[src/rtl/prng_arbiter.sv]
// Round-robin lock arbiter sharing one Trivium PRNG between two requesters.
// The owner's seed/reseed/draw requests are forwarded with one cycle of latency.
// Responses route back to the owner with no added latency, and are drained when ownership ends.
module prng_arbiter #(
   parameter int SEED_W = 256,
   parameter int DATA_W = 128
) (
   input  logic              clk,
   input  logic              rst,
   input  logic [1:0]        req,
   output logic [1:0]        gnt,
   input  logic [SEED_W-1:0] r0_seed,
   input  logic [SEED_W-1:0] r1_seed,
   input  logic [1:0]        r_reseed,
   output logic [1:0]        r_reseed_ack,
   input  logic [1:0]        r_rdi_ready,
   output logic [1:0]        r_rdi_valid,
   output logic [DATA_W-1:0] r_rdi_data,
   output logic [SEED_W-1:0] seed,
   output logic              reseed,
   input  logic              reseed_ack,
   output logic              rdi_ready,
   input  logic              rdi_valid,
   input  logic [DATA_W-1:0] rdi_data,
   output logic              protocol_err
);

   typedef enum logic [1:0] {
      ST_IDLE  = 2'd0,
      ST_OWN   = 2'd1,
      ST_DRAIN = 2'd2
   } state_t;

   state_t            state_q, state_d;
   logic              owner_q, owner_d;
   logic              last_q, last_d;
   logic [1:0]        gnt_q, gnt_d;
   logic [SEED_W-1:0] seed_q, seed_d;
   logic              reseed_q, reseed_d;
   logic              rdi_ready_q, rdi_ready_d;
   logic              rs_pend_q, rs_pend_d;
   logic              rd_pend_q, rd_pend_d;
   logic              err_q, err_d;

   logic              pick;
   logic              other;
   logic [1:0]        own_mask;

   assign other    = ~owner_q;
   assign own_mask = owner_q ? 2'b10 : 2'b01;

   always_comb begin
      // NOTE: every signal gets a default first so no path leaves it unassigned (no latches).
      state_d     = state_q;
      owner_d     = owner_q;
      last_d      = last_q;
      gnt_d       = gnt_q;
      seed_d      = seed_q;
      reseed_d    = 1'b0;
      rdi_ready_d = 1'b0;
      rs_pend_d   = rs_pend_q & ~reseed_ack;
      rd_pend_d   = rd_pend_q & ~rdi_valid;
      err_d       = err_q;
      pick        = 1'b0;

      case (state_q)
         ST_IDLE: begin
            if ((r_reseed != 2'b00) || (r_rdi_ready != 2'b00)) err_d = 1'b1;
            if (req != 2'b00) begin
               // On a tie, the requester that was not served last wins.
               pick    = (req == 2'b11) ? ~last_q : req[1];
               owner_d = pick;
               last_d  = pick;
               gnt_d   = pick ? 2'b10 : 2'b01;
               state_d = ST_OWN;
            end
         end
         ST_OWN: begin
            if (r_reseed[other] || r_rdi_ready[other]) err_d = 1'b1;
            if (r_reseed[owner_q]) begin
               if (rs_pend_q) begin
                  err_d = 1'b1;
               end else begin
                  seed_d    = owner_q ? r1_seed : r0_seed;
                  reseed_d  = 1'b1;
                  rs_pend_d = 1'b1;
               end
            end
            // A simultaneous reseed takes priority, so the draw is dropped.
            if (r_rdi_ready[owner_q]) begin
               if (r_reseed[owner_q] || rd_pend_q) begin
                  err_d = 1'b1;
               end else begin
                  rdi_ready_d = 1'b1;
                  rd_pend_d   = 1'b1;
               end
            end
            if (!req[owner_q]) begin
               gnt_d   = 2'b00;
               state_d = (rs_pend_d || rd_pend_d) ? ST_DRAIN : ST_IDLE;
            end
         end
         ST_DRAIN: begin
            if ((r_reseed != 2'b00) || (r_rdi_ready != 2'b00)) err_d = 1'b1;
            if (!rs_pend_d && !rd_pend_d) state_d = ST_IDLE;
         end
         default: state_d = ST_IDLE;
      endcase
   end

   always_ff @(posedge clk) begin
      // NOTE: sequential state uses non-blocking assignments so every flop samples pre-edge values.
      if (rst) begin
         state_q     <= ST_IDLE;
         owner_q     <= 1'b0;
         last_q      <= 1'b1;
         gnt_q       <= 2'b00;
         seed_q      <= '0;
         reseed_q    <= 1'b0;
         rdi_ready_q <= 1'b0;
         rs_pend_q   <= 1'b0;
         rd_pend_q   <= 1'b0;
         err_q       <= 1'b0;
      end else begin
         state_q     <= state_d;
         owner_q     <= owner_d;
         last_q      <= last_d;
         gnt_q       <= gnt_d;
         seed_q      <= seed_d;
         reseed_q    <= reseed_d;
         rdi_ready_q <= rdi_ready_d;
         rs_pend_q   <= rs_pend_d;
         rd_pend_q   <= rd_pend_d;
         err_q       <= err_d;
      end
   end

   // Responses reach only the current owner; in DRAIN they are swallowed.
   assign r_reseed_ack = (reseed_ack && rs_pend_q && (state_q == ST_OWN)) ? own_mask : 2'b00;
   assign r_rdi_valid  = (rdi_valid && rd_pend_q && (state_q == ST_OWN)) ? own_mask : 2'b00;
   assign r_rdi_data   = rdi_data;

   assign gnt          = gnt_q;
   assign seed         = seed_q;
   assign reseed       = reseed_q;
   assign rdi_ready    = rdi_ready_q;
   assign protocol_err = err_q;

endmodule

[config.mk]
export PLATFORM = sky130hd
export DESIGN_NAME = prng_arbiter
export DESIGN_NICKNAME = d
export VERILOG_FILES = /design/src/rtl/prng_arbiter.sv
export SDC_FILE = /design/constraint.sdc
export NUM_CORES = 1
export LEC_CHECK = 0
export ABC_AREA = 0
export BUFFER_PORTS_ARGS = -buffer_cell sky130_fd_sc_hd__buf_2
export CELL_PAD_IN_SITES_DETAIL_PLACEMENT = 0
export CELL_PAD_IN_SITES_GLOBAL_PLACEMENT = 1
export CORE_AREA = 5 5 408 410
export CTS_CLUSTER_DIAMETER = 100
export DETAILED_ROUTE_END_ITERATION = 8
export DIE_AREA = 0 0 413 415
export GPL_ROUTABILITY_DRIVEN = 0
export PLACE_DENSITY = 0.44
export SETUP_SLACK_MARGIN = 0.2
export SYNTH_ARGS = -nofsm -noshare
export SYNTH_HDL_FRONTEND = slang
export SYNTH_SLANG_ARGS = --single-unit
[constraint.sdc]
create_clock -name clk -period 2 [get_ports clk]
set_clock_uncertainty 0.05 [all_clocks]
set_input_delay 0.3 -clock clk [delete_from_list [all_inputs] [get_ports clk]]
set_output_delay 0.3 -clock clk [all_outputs]
set_load 0.02 [all_outputs]
# Word-level counts from Yosys, hierarchy flattened
# Cells that the tools add are included.
[word_totals]
elab_cells = 95
out_inout_bits = 393
regBits = 267
[op_classes]
n_bitwise = 10
mux = 41
reduce_logical = 25
eq_ne = 7
n_lt_le_gt_ge = 2
[ops]
columns = ["cell", "n"]
rows = [
  ["$mux W256", 1],
  ["$mux W1", 27],
  ["$mux W2", 10],
  ["$reduce_bool A2 Y1", 5],
  ["$reduce_and A3 Y1", 3],
  ["$not A1 Y1", 8],
  ["$ne A2 B2 Y1 const B", 3],
  ["$pmux W2 S3", 1],
  ["$reduce_or A3 Y1", 2],
  ["$logic_and A1 B1 Y1", 5],
  ["$eq A2 B2 Y1 const B", 2],
  ["$logic_or A1 B1 Y1", 4],
  ["$lt A1 B2 Y1 const B", 2],
  ["$pmux W2 S2", 1],
  ["$reduce_and A2 Y1", 2],
  ["$and A1 B1 Y1", 2],
  ["$eq A2 B1 Y1 const B", 1],
  ["$logic_not A1 Y1", 2],
  ["$logic_not A2 Y1", 1],
  ["$ne A2 B1 Y1 const B", 1],
  ["$pmux W1 S2", 1],
  ["$reduce_or A2 Y1", 1],
]

# Longest topological paths before layout
[depth]
word_depth = 10
depth_mapped = 7
mapped_depth_nobuf = 4

# Least setup slack after synthesis
# No wires, ideal clock.
[synth_timing]
path_type = "flip-flop to output port"
start = "register owner_q"
end = "output r_rdi_valid[1]"
path_slack_ns = 0.212
arrival_ns = 1.438
path_stages_with_launch = 6
cell_sequence = "dfxtp_1 > buf_2 > buf_2 > buf_1 > nand2_1 > nor2_1"
[synth_via]
elab_chain_len = 2
[synth_lines]
columns = ["element", "line_no", "text"]
rows = [
  ["from (decl)", "35", "logic owner_q, owner_d;"],
  ["from (signal assigned)", "126", "owner_q <= owner_d;"],
  ["$mux W2", "50", "assign own_mask = owner_q ? 2'b10 : 2'b01;"],
  ["$mux W2", "140", "assign r_rdi_valid = (rdi_valid && rd_pend_q && (state_q == ST_OWN)) ? own_mask : 2'b00;"],
  ["to (decl)", "17", "output logic [1:0] r_rdi_valid,"],
]
# Every way passes these cells.

# Worst setup path after layout
[layout_timing]
start = "register owner_q"
end = "register seed_q[213], in the netlist seed[213]"
[layout_via]
elab_chain_len = 3
elab_cells_between_ends = 4
[layout_lines]
columns = ["element", "line_no", "text"]
rows = [
  ["$mux W1 (not written as such) (2 in series)", "80", "if (r_reseed[owner_q]) begin"],
  ["$reduce_and A3 Y1 (no line)", "-", ""],
  ["to (signal assigned)", "118", "seed_q <= '0;"],
  ["to (signal assigned)", "129", "seed_q <= seed_d;"],
  ["to (decl)", "38", "logic [SEED_W-1:0] seed_q, seed_d;"],
]
# Several ways; a longest one is shown, not always the timed one. The select of a mux whose other input is x is not followed.
# A chain may end at the register's enable or synchronous reset.

==> key figures <==
Critical path
  • Crit path capture type: register
  • R2r setup slk: 130 ps
  • Worst r2r src: owner_q$_SDFFE_PP0P_
  • Crit path DAT: 2300 ps
  • Startpoint Class: register
  • Worst R2R Path Depth: 8
  • Data required, critical path: 2430 ps
  • Kind of critical path: register to register
  • Reg2reg end: seed[213]$_SDFFE_PP0P_
  • CP max FO: 8

CTS
  • CTS root buf: clkbuf_16
  • Clk sinks: 267
  • Clock slew seen by the registers of the worst setup and hold paths: 60 ps
  • Clock Latency Late Sink: 580 ps
  • Htree depth: 2
  • Max clock buf depth: 3
  • CTS buffer count: 38
  • CTS tree: yes

Yosys
  • Mapped Nets: 1990
  • Post-synthesis mux area share: 0.205
  • Post-synthesis adder-cell area fraction: 0
  • Register area share after synthesis: 0.425
  • Yosys reg bits: 267
  • Yosys cell types: 25
  • Synth Area in XOR/XNOR: 0
  • Avg Cell Area, Syn: 9.39 um^2
  • Synth Warn #: 0
  • Synth Cell Area: 12600 um^2
  • Compound-Gate Fraction of Synth Area: 0.161
  • Simple-Gate Fraction of Synth Area: 0.0925
  • Largest family of logic cells by synthesized area: multiplexers
  • Gate Count Post-Synth: 1340

Global route
  • Via count of the first global-routing pass: 13300
  • Initial antenna violation count: 8
  • Overflow after GRT: 0
  • GRT Util Overall: 0.0965
  • First-pass GRT wire length: 113000 um
  • Largest net degree at the start of global routing: 79

Pwr
  • Clock Power Share: 0.399
  • Pwr dens: 786 nW/um^2
  • Power Internal: 12600 uW
  • Pleak: 0.00964 uW
  • Psw: 6100 uW
  • Comb pwr share: 0.279
  • Worst vdd ir: 435 uV
  • Net Sw Frac: 0.326
  • Sequential Power Share: 0.323

STA
  • Worst Max-Slew Pin Slew: 527 ps
  • Final worst path period need: 1870 ps
  • Final Hold Fails: 0
  • RSZ-0062 raised after global routing: true
  • Max-slew headroom: 0.639
  • Final setup TNS: 0 ps
  • Slew Limit Fails: 0
  • Hold Slack: 54.7 ps
  • Period utilization: 0.933
  • Fmax: 0.536 GHz
  • Final setup fails: 0

Floorplan
  • Die area: 171000 um^2
  • Core region area: 162000 um^2
  • FP Rows: 148
  • Starting Density: 0.0776
  • Horiz. Die Dim: 413 um
  • Die height: 415 um
  • Num ports: 1043

Cells and area
  • Area Growth Syn to Fin: 89.4%
  • Most frequent cells in the layout: 781 x buf_2, 263 x dfxtp_1, 238 x nor2_1
  • Share of cells above drive strength 1: 0.521
  • Nets@finish: 2878
  • Commonest non-fill, non-tap cell in the layout: buf_2

Placed design
  • PortBufs: 786
  • Detailed Place HPWL: 70700 um

Worst hold path
  • Worst hold path class: input pin to register
  • Hold Crit Endpoint: seed[209]$_SDFFE_PP0P_
  • Hold path depth: 3
  • Min-Delay Startpoint: r0_seed[209]

Run
  • Max-cap violations: 0

Detailed routing
  • Drt first pass iters: 4
  • Antenna violation net count after detailed routing: 0
  • Initial DRC Count: 513
  • Vias/cell: 3.05
  • Final WL: 93800 um
  • DR DRC count: 0
  • Routed wire per std cell: 21.2 um
  • DR vias: 13500

Outcome
  • Status: finished, final reports clean
-- registers in the layout, summed over array words and instances, names as in the netlist --
| register | cells |
|---|---|
| rd_pend_q | 1 |
| owner_q | 1 |
| state_q | 2 |
| protocol_err | 1 |
| rdi_ready | 1 |
| seed | 256 |
| rs_pend_q | 1 |
| last_q | 1 |
| gnt | 2 |
| reseed | 1 |
-- cell type report --
class	instances	area (um^2)
multi-input cells	828	6550
fillers	18500	138000
clock buffers	53	1140
repair buffers	1092	7830
well taps	2175	2720
diodes	5	12.5
clock inverters	14	221
inverters	1	3.75
flip-flops and latches	267	5360
-- synthesized netlist by cell type, drive strengths merged --
master / count / share of area
nand2b: 7 / 0.0035
inv: 1 / 0.00030
nand2: 12 / 0.0036
a21o: 1 / 0.00060
nor2: 266 / 0.079
nor4: 1 / 0.00050
mux2i: 258 / 0.21
a311oi: 1 / 0.00070
dfxtp: 267 / 0.42
o21a: 1 / 0.00060
a2111oi: 1 / 0.00070
a211oi: 258 / 0.15
a211o: 1 / 0.00070
clkbuf: 59 / 0.018
nor2b: 1 / 0.00050
nor3: 4 / 0.0020
buf: 185 / 0.098
nand3b: 2 / 0.0012
nand3: 3 / 0.0012
a21oi: 8 / 0.0032
o21ai: 2 / 0.00080
or3b: 1 / 0.00070
-- through the flow --
step / setup slack (ps) / area [um^2] / power, uW / util / std cells
after floorplan: 212 / 12600 / 8460 / - / 1340
after global placement: 73.2 / 18700 / 10300 / 0.115 / 4152
after detailed placement: 24.4 / 18700 / 10300 / 0.115 / 4152
after CTS: 85.4 / 21900 / 18600 / 0.135 / 4373
after global routing: 61.3 / 23800 / 19700 / 0.147 / 4430
final: 134 / 23800 / 18700 / 0.147 / 4435
-- cells by family (layout without fill, tap and decap cells) --
logic type | Yosys count | after routing
simple gates | 297 | 297
compound gates | 273 | 273
flops | 267 | 267
mux | 258 | 258
buf+inv | 245 | 1160
other cells | 0 | 5
-- repair_timing --
action                     CTS  global route
cloned                       7            35
pin swaps                    3            59
setup endpoints to repair  124           217
hold endpoints to repair    95             0
gates resized for setup     46           222
hold buffers               135             0
buffers inserted            12            22
-- how the worst max path moves through the flow --
stage / start / end / slack, ps / cells after the start
CTS: state_q[1]$_SDFFE_PP0P_ / r_rdi_valid[0] / 90 / 3
global placement: owner_q$_SDFFE_PP0P_ / seed[242]$_SDFFE_PP0P_ / 70 / 5
detailed placement: owner_q$_SDFFE_PP0P_ / seed[242]$_SDFFE_PP0P_ / 20 / 5
global route: state_q[0]$_SDFFE_PP0P_ / r_reseed_ack[1] / 60 / 5
floorplan: owner_q$_SDFFE_PP0P_ / r_rdi_valid[1] / 210 / 5
finish: owner_q$_SDFFE_PP0P_ / seed[213]$_SDFFE_PP0P_ / 130 / 8
-- worst max-delay path, cell delays in order, from the launching register on --
cell       delay, ps
dfxtp_4          400
mux2i_4          280
nor3_4            70
buf_12           160
buf_12           160
buf_12           150
buf_8            130
clkbuf_16        150
a211oi_1         190
-- layer usage --
| metal | track usage | wire [um] | up-vias |
|---|---|---|---|
| li1 | - | - | 6506 |
| met1 | 0.121 | 40400 | 6310 |
| met2 | 0.164 | 44700 | 595 |
| met3 | 0.0234 | 6110 | 124 |
| met4 | 0.0254 | 2540 | 2 |
| met5 | 0.00424 | 96 | - |
-- power groups by stage --
stage	Sequential (uW)	Combinational, uW	Clock [uW]
floorplan	6640	1810	0
global placement	6130	4170	0
detailed placement	6140	4180	0
CTS	6030	4660	7860
global route	6100	5610	8040
finish	6050	5220	7470
Power figures use the tool's default switching activity.
